$ cat src/rtl/mm_accel_ctrl_tiled.sv
`timescale 1ns/1ps
// Control FSM for the row-oriented matrix-multiply accelerator: A-row load, K-tile MAC, C-row store.
// Optional per-phase watchdog is built when MM_CTRL_TIMEOUT_EN is defined.
module mm_accel_ctrl_tiled #(
  parameter  int unsigned MAX_ROWS       = 16,
  parameter  int unsigned MAX_KTILES     = 8,
  parameter  int unsigned TIMEOUT_CYCLES = 1024,
  localparam int unsigned ROW_W          = $clog2(MAX_ROWS + 1),
  localparam int unsigned KT_W           = $clog2(MAX_KTILES + 1)
) (
  input  logic             clk,
  input  logic             rst_n,
  input  logic             start,
  input  logic [ROW_W-1:0] cfg_rows,
  input  logic [KT_W-1:0]  cfg_ktiles,
  input  logic             abort,
  input  logic             a_done,
  input  logic             mac_done,
  input  logic             c_done,
  output logic             load_a_en,
  output logic             mac_en,
  output logic             mac_clear,
  output logic             store_c_en,
  output logic [ROW_W-1:0] row_idx,
  output logic [KT_W-1:0]  ktile_idx,
  output logic             busy,
  output logic             done,
  output logic             err,
  output logic [1:0]       err_code
);

  // Phase states use their watchdog error code as their low two bits.
  typedef enum logic [2:0] {
    S_IDLE    = 3'd0,
    S_LOAD_A  = 3'd1,
    S_MAC     = 3'd2,
    S_STORE_C = 3'd3,
    S_DONE    = 3'd4
  } state_e;

  state_e           state_q, state_d;
  logic [ROW_W-1:0] rows_q, rows_d, row_q, row_d;
  logic [KT_W-1:0]  ktiles_q, ktiles_d, kt_q, kt_d;
  logic             load_a_en_q, load_a_en_d;
  logic             mac_en_q, mac_en_d;
  logic             mac_clear_q, mac_clear_d;
  logic             store_c_en_q, store_c_en_d;
  logic             busy_q, busy_d;
  logic             done_q, done_d;

`ifdef MM_CTRL_TIMEOUT_EN
  localparam int unsigned CNT_W = $clog2(TIMEOUT_CYCLES + 1);
  logic [CNT_W-1:0] cnt_q, cnt_d;
  logic             err_q, err_d;
  logic [1:0]       err_code_q, err_code_d;
  logic             in_phase_c;
`endif

  always_comb begin
    state_d  = state_q;
    rows_d   = rows_q;
    ktiles_d = ktiles_q;
    row_d    = row_q;
    kt_d     = kt_q;
`ifdef MM_CTRL_TIMEOUT_EN
    err_d      = err_q;
    err_code_d = err_code_q;
    in_phase_c = (state_q == S_LOAD_A) || (state_q == S_MAC) || (state_q == S_STORE_C);
`endif

    case (state_q)
      S_IDLE: begin
        if (start) begin
          rows_d   = cfg_rows;
          ktiles_d = (cfg_ktiles == '0) ? KT_W'(1) : cfg_ktiles;
          row_d    = '0;
          kt_d     = '0;
          state_d  = (cfg_rows == '0) ? S_DONE : S_LOAD_A;
`ifdef MM_CTRL_TIMEOUT_EN
          err_d      = 1'b0;
          err_code_d = 2'b00;
`endif
        end
      end
      S_LOAD_A: begin
        if (a_done) state_d = S_MAC;
      end
      S_MAC: begin
        if (mac_done) begin
          if (kt_q == ktiles_q - KT_W'(1)) begin
            state_d = S_STORE_C;
          end else begin
            kt_d    = kt_q + KT_W'(1);
            state_d = S_LOAD_A;
          end
        end
      end
      S_STORE_C: begin
        if (c_done) begin
          if (row_q == rows_q - ROW_W'(1)) begin
            state_d = S_DONE;
          end else begin
            row_d   = row_q + ROW_W'(1);
            kt_d    = '0;
            state_d = S_LOAD_A;
          end
        end
      end
      S_DONE:  state_d = S_IDLE;
      default: state_d = S_IDLE;
    endcase

`ifdef MM_CTRL_TIMEOUT_EN
    // Watchdog fires only when the phase is still waiting on its own done.
    if (in_phase_c && !abort && (state_d == state_q) &&
        (cnt_q == CNT_W'(TIMEOUT_CYCLES - 1))) begin
      state_d    = S_IDLE;
      err_d      = 1'b1;
      err_code_d = 2'(state_q);
    end
`endif

    // Abort overrides any completion in the same cycle and leaves indices untouched.
    if (abort && (state_q != S_IDLE)) begin
      state_d = S_IDLE;
      row_d   = row_q;
      kt_d    = kt_q;
    end

`ifdef MM_CTRL_TIMEOUT_EN
    if (state_d != state_q) cnt_d = '0;
    else if (in_phase_c)    cnt_d = cnt_q + CNT_W'(1);
    else                    cnt_d = cnt_q;
`endif

    load_a_en_d  = (state_d == S_LOAD_A);
    mac_en_d     = (state_d == S_MAC);
    mac_clear_d  = (state_d == S_MAC) && (state_q != S_MAC) && (kt_d == '0);
    store_c_en_d = (state_d == S_STORE_C);
    busy_d       = (state_d != S_IDLE);
    done_d       = (state_d == S_DONE);
  end

  always_ff @(posedge clk or negedge rst_n) begin
    if (!rst_n) begin
      state_q      <= S_IDLE;
      rows_q       <= '0;
      ktiles_q     <= '0;
      row_q        <= '0;
      kt_q         <= '0;
      load_a_en_q  <= 1'b0;
      mac_en_q     <= 1'b0;
      mac_clear_q  <= 1'b0;
      store_c_en_q <= 1'b0;
      busy_q       <= 1'b0;
      done_q       <= 1'b0;
`ifdef MM_CTRL_TIMEOUT_EN
      cnt_q        <= '0;
      err_q        <= 1'b0;
      err_code_q   <= 2'b00;
`endif
    end else begin
      state_q      <= state_d;
      rows_q       <= rows_d;
      ktiles_q     <= ktiles_d;
      row_q        <= row_d;
      kt_q         <= kt_d;
      load_a_en_q  <= load_a_en_d;
      mac_en_q     <= mac_en_d;
      mac_clear_q  <= mac_clear_d;
      store_c_en_q <= store_c_en_d;
      busy_q       <= busy_d;
      done_q       <= done_d;
`ifdef MM_CTRL_TIMEOUT_EN
      cnt_q        <= cnt_d;
      err_q        <= err_d;
      err_code_q   <= err_code_d;
`endif
    end
  end

  assign load_a_en  = load_a_en_q;
  assign mac_en     = mac_en_q;
  assign mac_clear  = mac_clear_q;
  assign store_c_en = store_c_en_q;
  assign row_idx    = row_q;
  assign ktile_idx  = kt_q;
  assign busy       = busy_q;
  assign done       = done_q;

`ifdef MM_CTRL_TIMEOUT_EN
  assign err      = err_q;
  assign err_code = err_code_q;
`else
  logic unused_timeout;
  assign unused_timeout = |TIMEOUT_CYCLES;
  assign err      = 1'b0;
  assign err_code = 2'b00;
`endif

endmodule

$ cat config.mk
export PLATFORM = sky130hd
export DESIGN_NAME = mm_accel_ctrl_tiled
export DESIGN_NICKNAME = d
export VERILOG_FILES = /design/src/rtl/mm_accel_ctrl_tiled.sv
export SDC_FILE = /design/constraint.sdc
export NUM_CORES = 1
export LEC_CHECK = 0
export ABC_AREA = 1
export CELL_PAD_IN_SITES_DETAIL_PLACEMENT = 0
export CELL_PAD_IN_SITES_GLOBAL_PLACEMENT = 1
export CORE_MARGIN = 2
export CORE_UTILIZATION = 30
export CTS_BUF_LIST = sky130_fd_sc_hd__clkbuf_8
export CTS_CLUSTER_DIAMETER = 200
export DETAILED_ROUTE_END_ITERATION = 6
export PLACE_DENSITY = 0.66
export RECOVER_POWER = 50
export SETUP_SLACK_MARGIN = 0.1
export SLEW_MARGIN = 30
export SYNTH_ARGS = -nofsm -noshare
export SYNTH_HDL_FRONTEND = slang
export SYNTH_SLANG_ARGS = --single-unit
$ cat constraint.sdc
create_clock -name clk -period 2.3 [get_ports clk]
set_input_delay 0.46 -clock clk [delete_from_list [all_inputs] [get_ports clk]]
set_output_delay 0.46 -clock clk [all_outputs]
set_load 0.01 [all_outputs]
==> metrics list <==
- Port Buf Inserts: 30
- # Max-Cap Violations: 1
- Vias: 1523
- Adding up every negative setup slack in the final design gives 0 ns.
- The worst hold path begins at ktiles_q[3].
* Post-Synthesis Cells: approximately 240
* 1st-pass router iterations: 4
- Sequential elements use 39.8% of the synthesized area.
- Routed wirelength normalized by instance count: approximately 11 um
- H-tree depth: 1
- TritonCTS clock tree: yes
* Levels on crit path: 13
- On the final layout, the worst clock skew is approximately 0.0061 ns.
- Top-level port count: 34
- Data on the critical path arrives at its endpoint at 2.22 ns.
* Worst IR Drop VDD: 0.398 mV
- The die covers 6280 um^2.
* Reported leakage power: 1.10 nW
* Period minus WS final: 2.02 ns
- The kind of cell with the highest combined delay along the critical path is simple AND/OR/NAND/NOR gates.
- Largest net degree at the start of global routing: 28
- Total detailed-routing wirelength: ~4000 um
- At the end of routability-driven placement, the weighted congestion stood at 0.805.
* Via count of the first global-routing pass: around 1500
* Fraction of final layout cells sized beyond drive strength 1: 13.4%
* Synth area leader: sky130_fd_sc_hd__dfrtp_1
- In this design, the critical path's most frequently occurring cell is sky130_fd_sc_hd__nand2_1.
* CTS clk-pin slew, worst paths: 0.09 ns
- WS Path Type: flop to flop
* Critical-path cell list: inv_1 -> ha_1 -> nand2_1 -> nand2_1 -> nor2_1 -> nand2_1 -> nor2_1 -> nand3_2 -> nand2_2 -> a211oi_4 -> buf_4 -> buf_4 -> o21ai_1
- The initial utilization of the core area, before any placement, comes to 31.0%.
- For the worst flop-to-flop path, the logic depth is 13.
* Startpoint of the worst register-to-register path: rows_q[0]
- For this run the aggregate overflow at the end of global routing stands at 0.
* Clock root buffer: sky130_fd_sc_hd__clkbuf_8
- The area growth from synthesis to layout is 28.2%.
- Worst path buffer plus inverter count: 3
- After detailed routing, the number of remaining DRC violations is 0.
- The worst hold path belongs to the class flop to flop.
* Flip-flop and latch count after synthesis: 27
* WHS Path Cells: 2
- Result of the run: complete, but fails checks
* Highest-count cells in the layout ignoring fill and taps: sky130_fd_sc_hd__nand2_1, sky130_fd_sc_hd__inv_1, sky130_fd_sc_hd__clkdlybuf4s50_1, sky130_fd_sc_hd__dfrtp_1
* Inserted Diodes: 0
- Fin nets: 297
- Worst Setup Start Kind: flop
- Leaving out fill and tap cells, the most frequent cell in the layout is sky130_fd_sc_hd__nand2_1.
* Total placed instance area: 2080 um^2
* Wire length of the first global-routing pass: 6780 um
- Top-area cell type share of the netlist area: 39.8%
* Least-Margin Pin Slew: 1.50 ns
- Summing the areas of all compound-gate instances in the mapped netlist gives around 7.5% of the synthesized area.
- Measured along the y axis, the die boundary spans ~79 um.
- The first routing iteration left 78 violations.
* Overall die width: 79.2 um
- Of the total synthesized cell area, the portion taken by XOR and XNOR cells is around 2.1%.
- Number of antenna violations at the first check in global routing: 0
- Cell type of the slowest stage on the worst timing path: sky130_fd_sc_hd__dfrtp_1
- Setup violators final: 0
- Max Fanout on Critical Path: 8
* # fillers: 609
- Of the total synthesized cell area, the portion taken by AND, OR, NAND and NOR gates is 36.7%.
- Headroom to the max-slew limit came out at 0.230%.
- After synthesis, the share of cell area in mux cells is 0%.
* Slowest cell delay on critical path: 0.38 ns
- In this run, distinct cell masters in the synthesized netlist total 30.
- Power spread over the standard cell area amounts to 1110 nW/um^2.
- Final standard cell area without fillers: 2180 um^2
* DRT antenna net count: 0
* Max Buffers Root-to-Sink: 2
* Placement Rows: 27
- Core region area: 5470 um^2
* Synthesized-area fraction occupied by adder cells: a little under 3%
- Summed instance area of the synthesized netlist: 1700 um^2
* Failing checks: capacitance limit
* Post-Synthesis Mean Instance Area: 7.13 um^2
- The worst path uses 87.9% of the clock period.
- TritonCTS Buffers: 3
- RSZ-0062 raised after global routing: yes
* Overall Global Routing Usage: a little over an eighth
* Source-to-sink clock delay at the later pin of the worst-skew pair: roughly 0.27 ns
- After synthesis, the largest family of logic cells by area is simple AND/OR/NAND/NOR gates.
* Worst Path Required: 2.50 ns
- In this run the worst setup path begins at rows_q[0].
- Max frequency: 0.495 GHz
- Final count of hold timing violations: 0
- By area the synthesized netlist is led by sky130_fd_sc_hd__dfrtp_1, sky130_fd_sc_hd__nand2_1, sky130_fd_sc_hd__inv_1, sky130_fd_sc_hd__nand3_1, sky130_fd_sc_hd__nor2_1.
- For this design, the sink count on the clock tree is 27.
- The total count of max-transition violations in the final report is 0.
* Post-DP HPWL: 3070 um
* Category of the worst setup path capture point: flop
- Via/cell ratio: roughly 4.4
* Number of warnings printed during yosys synthesis: 0
-- kinds of logic (layout without fill, tap and decap cells) --
family	after synthesis	in the layout
fa+ha+maj	4	4
buf+inv	45	81
flops	27	27
simple gates	136	136
xor+xnor	4	4
compound gates	21	21
other cells	1	3
-- cell type report --
cell class | count | area (um^2) | area share [%]
flip-flops and latches | 27 | 676 | 31.0
inverters | 41 | 156 | 7.18
repair buffers | 36 | 342 | 15.7
clock inverters | 1 | 3.75 | 0.172
multi-input cells | 168 | 868 | 39.9
clock buffers | 3 | 41.3 | 1.90
well taps | 72 | 90.1 | 4.14
-- sequential cells by signal, summed over array words and instances (netlist names) --
signal and flops:
state_q 3, row_idx 5, mac_en 1, store_c_en 1
ktile_idx 4, load_a_en 1, ktiles_q 4, done 1
rows_q 5, mac_clear 1, busy 1
-- metal layers --
layer	part of all wire (%)	wire length, um	global-route usage [%]
met5	0	0	0
met3	3.5	137	2.05
met2	45	1790	22.2
met1	50	2000	18.9
met4	0.83	33	3.97
-- through the flow --
stage / setup slack [ns] / utilization, % / std cells / hold WS [ns] / power [mW]
after floorplan: 0.514 / - / 240 / 0.164 / 1.68
after global placement: 0.188 / 38.0 / 339 / 0.536 / 2.06
after detailed placement: 0.111 / 38.0 / 339 / 0.546 / 2.06
after CTS: 0.221 / 38.8 / 343 / 0.569 / 2.34
after global routing: 0.0794 / 39.8 / 348 / 0.604 / 2.68
final: 0.278 / 39.8 / 348 / 0.554 / 2.41
-- timing repair --
| action | 4_1_cts | 5_1_grt |
|---|---|---|
| gates resized for setup | 0 | 7 |
| hold endpoints to repair | 0 | 0 |
| hold buffers | 0 | 0 |
| endpoints found under the setup margin | 0 | 2 |
| buffers inserted | 0 | 5 |
-- worst paths after layout --
check	endpoint	slack [ns]
setup reg to reg	row_idx[0]	0.28
hold / removal	ktiles_q[3]	0.55
max in group asynchronous	ktile_idx[3]	0.42
hold reg to reg	ktiles_q[3]	0.55
min in group asynchronous	store_c_en	1.01
setup / recovery	row_idx[0]	0.28
-- worst register-to-register path, cell delays in order (launching register included) --
cell and delay [ns]:
sky130_fd_sc_hd__dfrtp_1 0.38, sky130_fd_sc_hd__inv_1 0.13, sky130_fd_sc_hd__ha_1 0.28, sky130_fd_sc_hd__nand2_1 0.08, sky130_fd_sc_hd__nand2_1 0.05, sky130_fd_sc_hd__nor2_1 0.10, sky130_fd_sc_hd__nand2_1 0.07, sky130_fd_sc_hd__nor2_1 0.14
sky130_fd_sc_hd__nand3_2 0.14, sky130_fd_sc_hd__nand2_2 0.13, sky130_fd_sc_hd__a211oi_4 0.05, sky130_fd_sc_hd__buf_4 0.17, sky130_fd_sc_hd__buf_4 0.14, sky130_fd_sc_hd__o21ai_1 0.10
-- where the power goes --
part	total, mW	switching [mW]	internal [mW]	leakage, nW
registers	0.753	0.122	0.631	0.354
logic	1.39	0.814	0.576	0.722
clock network	0.264	0.145	0.119	0.0269
-- synthesized netlist by cell type --
library cell / number
sky130_fd_sc_hd__a211oi_4: 1
sky130_fd_sc_hd__a21oi_1: 2
sky130_fd_sc_hd__buf_4: 3
sky130_fd_sc_hd__clkbuf_1: 1
sky130_fd_sc_hd__conb_1: 1
sky130_fd_sc_hd__dfrtp_1: 27
sky130_fd_sc_hd__ha_1: 4
sky130_fd_sc_hd__inv_1: 34
sky130_fd_sc_hd__inv_2: 6
sky130_fd_sc_hd__inv_4: 1
sky130_fd_sc_hd__nand2_1: 71
sky130_fd_sc_hd__nand2_2: 8
sky130_fd_sc_hd__nand3_1: 21
sky130_fd_sc_hd__nand3_2: 2
sky130_fd_sc_hd__nand4_1: 3
sky130_fd_sc_hd__nor2_1: 20
sky130_fd_sc_hd__nor2_2: 3
sky130_fd_sc_hd__nor2_4: 1
sky130_fd_sc_hd__nor2_8: 1
sky130_fd_sc_hd__nor3_1: 2
sky130_fd_sc_hd__nor4_1: 1
sky130_fd_sc_hd__o2111ai_1: 1
sky130_fd_sc_hd__o211ai_1: 1
sky130_fd_sc_hd__o21ai_0: 13
sky130_fd_sc_hd__o21ai_1: 2
sky130_fd_sc_hd__o22ai_1: 1
sky130_fd_sc_hd__or2_1: 2
sky130_fd_sc_hd__or2_4: 1
sky130_fd_sc_hd__xnor2_1: 1
sky130_fd_sc_hd__xor2_1: 3
(Power assumes the default switching activity.)
